`src/rtl/rotation_pkg.sv`:
```
// Shared types and constants for the two-sensor rotation decoder.
package rotation_pkg;

  typedef enum logic [1:0] {
    IDLE   = 2'd0,
    SEEN_A = 2'd1,
    SEEN_B = 2'd2
  } state_t;

  localparam logic DIR_LEFT  = 1'b1;
  localparam logic DIR_RIGHT = 1'b0;

  localparam int DEFAULT_CNT_W = 16;

endpackage

```
`src/rtl/sensor_edge_sync.sv`:
```
// Synchronizes one asynchronous sensor level and emits a registered one-cycle
// pulse per rising edge; a level already high when reset releases is not a rise.
module sensor_edge_sync #(
  parameter int SYNC_STAGES = 2
) (
  input  logic clk,
  input  logic rst,
  input  logic i_sensor,
  output logic o_rise
);

  logic [SYNC_STAGES-1:0] r_sync;
  logic [SYNC_STAGES-1:0] r_fill;
  logic                   r_prev;
  logic                   r_armed;
  logic                   r_rise;
  logic                   w_level;

  assign w_level = r_sync[SYNC_STAGES-1];

  // r_fill marks when the chain holds real samples; arming waits for a genuine low.
  always_ff @(posedge clk) begin
    if (rst) begin
      r_sync  <= '0;
      r_fill  <= '0;
      r_prev  <= 1'b0;
      r_armed <= 1'b0;
      r_rise  <= 1'b0;
    end else begin
      // NOTE: non-blocking assignments let every flop sample the previous
      // stage's old value, which is what makes this a shift chain.
      r_sync <= {r_sync[SYNC_STAGES-2:0], i_sensor};
      r_fill <= {r_fill[SYNC_STAGES-2:0], 1'b1};
      r_prev <= w_level;
      if (r_fill[SYNC_STAGES-1] && !w_level) begin
        r_armed <= 1'b1;
      end
      r_rise <= r_armed & w_level & ~r_prev;
    end
  end

  assign o_rise = r_rise;

endmodule

```
`src/rtl/rotation_decoder.sv`:
```
// Two-sensor pass decoder: A then B counts left (+1), B then A counts right (-1).
// Define ROTATION_DECODER_TIMEOUT_EN to abandon a half-finished pass after TIMEOUT cycles.
module rotation_decoder
  import rotation_pkg::*;
#(
  parameter int CNT_W       = DEFAULT_CNT_W,
  parameter int SYNC_STAGES = 2,
  parameter int TIMEOUT     = 1024
) (
  input  logic                    clk,
  input  logic                    rst,
  input  logic                    sensorA,
  input  logic                    sensorB,
  output logic signed [CNT_W-1:0] pos,
  output logic                    dir,
  output logic                    step_valid,
  output logic                    err,
  output logic                    busy
);

  state_t                   r_state, w_state_nxt;
  logic signed [CNT_W-1:0]  r_pos, w_pos_nxt;
  logic                     r_dir, w_dir_nxt;
  logic                     r_step, w_step_nxt;
  logic                     r_err, w_err_nxt;
  logic                     w_rise_a, w_rise_b;
  logic                     w_timeout;

  sensor_edge_sync #(.SYNC_STAGES(SYNC_STAGES)) u_sync_a (
    .clk      (clk),
    .rst      (rst),
    .i_sensor (sensorA),
    .o_rise   (w_rise_a)
  );

  sensor_edge_sync #(.SYNC_STAGES(SYNC_STAGES)) u_sync_b (
    .clk      (clk),
    .rst      (rst),
    .i_sensor (sensorB),
    .o_rise   (w_rise_b)
  );

`ifdef ROTATION_DECODER_TIMEOUT_EN
  localparam int TO_W = $clog2(TIMEOUT + 1);

  logic [TO_W-1:0] r_to_cnt;

  assign w_timeout = (r_state != IDLE) && (r_to_cnt == TO_W'(TIMEOUT - 1));

  // Counts cycles spent waiting for the second sensor; any rise restarts it.
  always_ff @(posedge clk) begin
    if (rst) begin
      r_to_cnt <= '0;
    end else if (r_state == IDLE || w_rise_a || w_rise_b || w_timeout) begin
      r_to_cnt <= '0;
    end else begin
      r_to_cnt <= r_to_cnt + 1'b1;
    end
  end
`else
  // Constant false for any legal TIMEOUT: a pass may wait forever.
  assign w_timeout = (TIMEOUT < 1);
`endif

  always_comb begin
    // NOTE: every output of this block gets a default first, so no path can
    // leave one unassigned and infer a latch.
    w_state_nxt = r_state;
    w_pos_nxt   = r_pos;
    w_dir_nxt   = r_dir;
    w_step_nxt  = 1'b0;
    w_err_nxt   = 1'b0;
    unique case (r_state)
      IDLE: begin
        if (w_rise_a && w_rise_b) begin
          w_err_nxt = 1'b1;
        end else if (w_rise_a) begin
          w_state_nxt = SEEN_A;
        end else if (w_rise_b) begin
          w_state_nxt = SEEN_B;
        end
      end
      SEEN_A: begin
        if (w_rise_a && w_rise_b) begin
          w_err_nxt   = 1'b1;
          w_state_nxt = IDLE;
        end else if (w_rise_b) begin
          w_step_nxt  = 1'b1;
          w_dir_nxt   = DIR_LEFT;
          w_pos_nxt   = r_pos + CNT_W'(1);
          w_state_nxt = IDLE;
        end else if (!w_rise_a && w_timeout) begin
          w_err_nxt   = 1'b1;
          w_state_nxt = IDLE;
        end
      end
      SEEN_B: begin
        if (w_rise_a && w_rise_b) begin
          w_err_nxt   = 1'b1;
          w_state_nxt = IDLE;
        end else if (w_rise_a) begin
          w_step_nxt  = 1'b1;
          w_dir_nxt   = DIR_RIGHT;
          w_pos_nxt   = r_pos - CNT_W'(1);
          w_state_nxt = IDLE;
        end else if (!w_rise_b && w_timeout) begin
          w_err_nxt   = 1'b1;
          w_state_nxt = IDLE;
        end
      end
      default: w_state_nxt = IDLE;
    endcase
  end

  always_ff @(posedge clk) begin
    if (rst) begin
      r_state <= IDLE;
      r_pos   <= '0;
      r_dir   <= DIR_RIGHT;
      r_step  <= 1'b0;
      r_err   <= 1'b0;
    end else begin
      r_state <= w_state_nxt;
      r_pos   <= w_pos_nxt;
      r_dir   <= w_dir_nxt;
      r_step  <= w_step_nxt;
      r_err   <= w_err_nxt;
    end
  end

  assign pos        = r_pos;
  assign dir        = r_dir;
  assign step_valid = r_step;
  assign err        = r_err;
  assign busy       = (r_state != IDLE);

endmodule

```
`config.mk`:
```
export PLATFORM = sky130hd
export DESIGN_NAME = rotation_decoder
export DESIGN_NICKNAME = d
export VERILOG_FILES = /design/src/rtl/rotation_pkg.sv /design/src/rtl/sensor_edge_sync.sv /design/src/rtl/rotation_decoder.sv
export SDC_FILE = /design/constraint.sdc
export NUM_CORES = 1
export LEC_CHECK = 0
export CAP_MARGIN = 10
export CORE_MARGIN = 2
export CORE_UTILIZATION = 61
export DETAILED_ROUTE_END_ITERATION = 7
export PLACE_DENSITY = 0.94
export SYNTH_ARGS = -nofsm -noshare
export SYNTH_HDL_FRONTEND = slang
export SYNTH_SLANG_ARGS = --single-unit
```
`constraint.sdc`:
```
create_clock -name clk -period 9.22 [get_ports clk]
set_input_delay 1.844 -clock clk [delete_from_list [all_inputs] [get_ports clk]]
set_output_delay 1.844 -clock clk [all_outputs]
set_load 0.005 [all_outputs]
```
==> qor.csv <==
stage,metric,value,unit
run_status,outcome,completed,
yosys,fraction of registers with async set/reset,0,
setup_path,CP peak stage delay,0.49,ns
die,area inside the core boundary,0.00361,mm^2
yosys,post-synthesis instance area,0.00227,mm^2
yosys,most numerous cell types in the synthesized netlist,"33 x sky130_fd_sc_hd__dfxtp_1, 26 x sky130_fd_sc_hd__nor2_1, 19 x sky130_fd_sc_hd__a21oi_1",
yosys,ranking of synthesized cells by area,"sky130_fd_sc_hd__dfxtp_1 29%, sky130_fd_sc_hd__nor2_1 4.3%, sky130_fd_sc_hd__a21oi_1 4.2%",
timing,Relative slew margins,0.458,
placed_design,buffers added on ports,23,
global_routing,overall global routing resource usage,0.265,
yosys,sequential element share of the synthesized area,0.291,
global_routing,vias in the first global route,1909,
global_routing,wire length of the first global-routing pass,8830,um
setup_path,Critical Path End Type,output pin,
die,full die area,0.00422,mm^2
yosys,area fraction of the dominant cell type after synthesis,0.291,
setup_path,family with the most delay on the worst path,buffers and inverters,
global_routing,largest net degree at the start of global routing,49,
timing,actual slew at the worst max-slew pin,0.813,ns
yosys,most numerous cell in the Yosys netlist,sky130_fd_sc_hd__dfxtp_1,
setup_path,worst-path fanout max,4,
pwr,Logic pwr share,0.041,
timing,TNS Setup,0,ns
routing,detail-routed net length per standard cell,15.5,um
cts,CTS resizes,0,
final_layout,Finished Layout Cells,343,
yosys,Unique masters post-synth,61,
cts,clock-pin slew on the worst setup and hold paths,0.07,ns
pwr,leakage power,0.936,nW
pwr,clock network power share,0.471,
placed_design,Final GP Congestion,0.919,
pwr,Design Power,0.300,mW
placed_design,HPWL after detailed placement,3420,um
pwr,fraction of power spent switching nets,0.229,
routing,router iterations before antenna repair,7,
timing,Final min period,3.43,ns
cts,total clock buffers created by CTS,5,
yosys,mean cell area of the mapped netlist,7.88,um^2
timing,final hold slack,0.392,ns
final_layout,share of layout cells above drive strength 1,0.0712,
yosys,prevailing post-synth register cell,sky130_fd_sc_hd__dfxtp_1,
timing,hold violation total from the final report,0,
die,starting density of the core,0.629,
yosys,number of instances in the synthesized netlist,288,
final_layout,Area Overhead vs Synth,13.7,%
routing,total wirelength of the detailed-routed design,5330,um
pwr,pwr/cell area,116,mW/mm^2
timing,Max Clk Rate,291,MHz
global_routing,initial antenna violation count,0,
setup_path,cell with the largest stage delay on the worst path,sky130_fd_sc_hd__clkdlybuf4s50_1,
cts,Clk Tree Root Cell,sky130_fd_sc_hd__clkbuf_8,
routing,Vias,2195,
yosys,cell type contributing the most total cell area after synthesis,sky130_fd_sc_hd__dfxtp_1,
timing,share of the clock period used by the worst path after layout,0.373,
cts,TritonCTS clock tree,done,
timing,total setup violations reported at the end of the flow,0,
setup_path,Critical Path RT,7.38,ns
timing,unrepaired setup endpoints after global routing,false,
flow_run,# Max-Cap Violations,0,
placed_design,post-placement cell area,0.00246,mm^2
yosys,number of warning messages in the yosys log,0,
cts,buffers inserted during post-CTS setup optimization,0,
die,width of the die,65.0,um
final_layout,diode insertion count for antenna repair,0,
timing,pins over their slew limit,0,
pwr,power dissipated by switching net loads,0.0686,mW
timing,setup skew after layout,0.00527,ns
setup_path,type of element launching the critical path,flop,
setup_path,Most common cell on crit path,sky130_fd_sc_hd__inv_1,
routing,ANT nets after route,0,
setup_path,crit path DAT,1.59,ns
yosys,Synthesized Nets,298,
setup_path,critical path cell sequence,"inv_1, ha_1, inv_1, clkdlybuf4s50_1",
timing,min setup slack post-route,5.79,ns
final_layout,layout net count,304,
min_path,path type of the worst min-delay path,reg2reg,
cts,number of buffers inserted for hold repair after clock tree synthesis,0,
cts,H-tree depth,2,
placed_design,cell count after placement,335,
pwr,register share of total power,0.488,
pwr,internal power of the cells,0.231,mW
yosys,number of synthesized flops with an enable pin,0,
placed_design,Worst Setup Slack post-DPL,5.97,ns
die,number of primary I/O pins,24,
cts,Worst-Skew Late Latency,0.29,ns
pwr,worst vdd ir,0.0000888,V
cts,number of sinks handled by clock tree synthesis,33,
cts,worst-case clock buffer depth,2,
setup_path,Buffers & Inverters on Critical Path,3,
final_layout,Final Cell Area,0.00258,mm^2
routing,Via-to-Cell Ratio,6.40,
yosys,number of synthesized register bits,33,
routing,violation count after the first detailed-routing iteration,245,
setup_path,start-to-end type of the worst setup path,reg2out,
routing,number of remaining DRC errors,0,
global_routing,final global-route overflow total,0,
final_layout,post-layout utilization of the core,0.715,
die,die height,65.0,um
die,number of standard-cell rows in the floorplan,22,
-- worst paths after layout --
path	from	end	slack [ns]	cells past startpoint
setup / recovery	r_state[0]	busy	5.79	4
hold / removal	u_sync_b.r_prev	u_sync_b.o_rise	0.39	1
setup reg to reg	r_state[0]	pos[12]	6.04	11
hold reg to reg	u_sync_b.r_prev	u_sync_b.o_rise	0.39	1
-- layer usage --
metal	GRT usage	routed length [um]	share of wire	up-vias
li1	-	-	-	1063
met1	0.349	2320	0.43	1014
met4	0.117	98	0.018	0
met5	0	0	0	-
met2	0.418	2530	0.47	105
met3	0.0556	388	0.073	13
-- kinds of logic after synthesis --
logic type               share of synthesized area
AND/OR/NAND/NOR                              0.251
AO/OA/AOI/OAI                                0.275
buffers and inverters                       0.0750
flip-flops                                   0.291
multiplexers                                0.0441
XOR/XNOR                                    0.0309
adder cells (fa/ha/maj)                     0.0331
-- worst register-to-register path, stage by stage, from the launching register on --
cell                       delay, ns
sky130_fd_sc_hd__dfxtp_1        0.34
sky130_fd_sc_hd__inv_1          0.11
sky130_fd_sc_hd__ha_1           0.15
sky130_fd_sc_hd__buf_4          0.38
sky130_fd_sc_hd__xor2_1         0.21
sky130_fd_sc_hd__ha_1           0.21
sky130_fd_sc_hd__a21boi_0       0.19
sky130_fd_sc_hd__o22ai_1        0.19
sky130_fd_sc_hd__o32a_1         0.46
sky130_fd_sc_hd__o22ai_1        0.22
sky130_fd_sc_hd__mux2i_1        0.26
sky130_fd_sc_hd__mux2_2         0.35
-- placed cells by master, fill, tap and decap left out, drive strengths merged, types with 3 or more instances in the layout --
| cell | instances |
|---|---|
| o22ai | 3 |
| and3 | 3 |
| a21boi | 3 |
| mux2 | 5 |
| a32oi | 4 |
| nand2 | 13 |
| xor2 | 3 |
| mux2i | 4 |
| buf | 3 |
| nor2 | 26 |
| a211oi | 3 |
| o31ai | 4 |
| o211ai | 3 |
| a21oi | 20 |
| or3 | 8 |
| and3b | 4 |
| nand3 | 8 |
| o21ai | 13 |
| nor4b | 4 |
| clkdlybuf4s50 | 23 |
| nor3b | 4 |
| ha | 6 |
| nor3 | 7 |
| nand3b | 3 |
| xnor2 | 5 |
| inv | 14 |
| a21o | 6 |
| o31a | 5 |
| dfxtp | 33 |
| nand4 | 3 |
| and2 | 3 |
| clkbuf | 5 |
| nor2b | 10 |
| a31oi | 5 |
-- final cells by class --
| class | count | area [um^2] |
|---|---|---|
| well taps | 48 | 60.1 |
| multi-input cells | 214 | 1440 |
| repair buffers | 26 | 253 |
| fillers | 302 | 1030 |
| flip-flops and latches | 33 | 661 |
| clock inverters | 3 | 46.3 |
| inverters | 14 | 52.6 |
| clock buffers | 5 | 68.8 |
-- sequential cells by signal, indices dropped and copies added, names as in the netlist --
name / flops
pos: 16
r_state: 2
u_sync_b.r_prev: 1
u_sync_a.r_sync: 2
dir: 1
u_sync_b.r_fill: 1
u_sync_a.r_armed: 1
err: 1
u_sync_b.o_rise: 1
u_sync_a.o_rise: 1
step_valid: 1
u_sync_a.r_prev: 1
u_sync_b.r_armed: 1
u_sync_a.r_fill: 1
u_sync_b.r_sync: 2
-- power by group through the flow --
stage | clock [mW] | combinational, mW | sequential (mW)
after floorplan | 0 | 0.00867 | 0.149
after global placement | 0 | 0.0116 | 0.149
after detailed placement | 0 | 0.0121 | 0.149
after CTS | 0.141 | 0.0122 | 0.146
after global routing | 0.148 | 0.0138 | 0.146
final | 0.141 | 0.0123 | 0.146
Power figures use the tool's default switching activity.
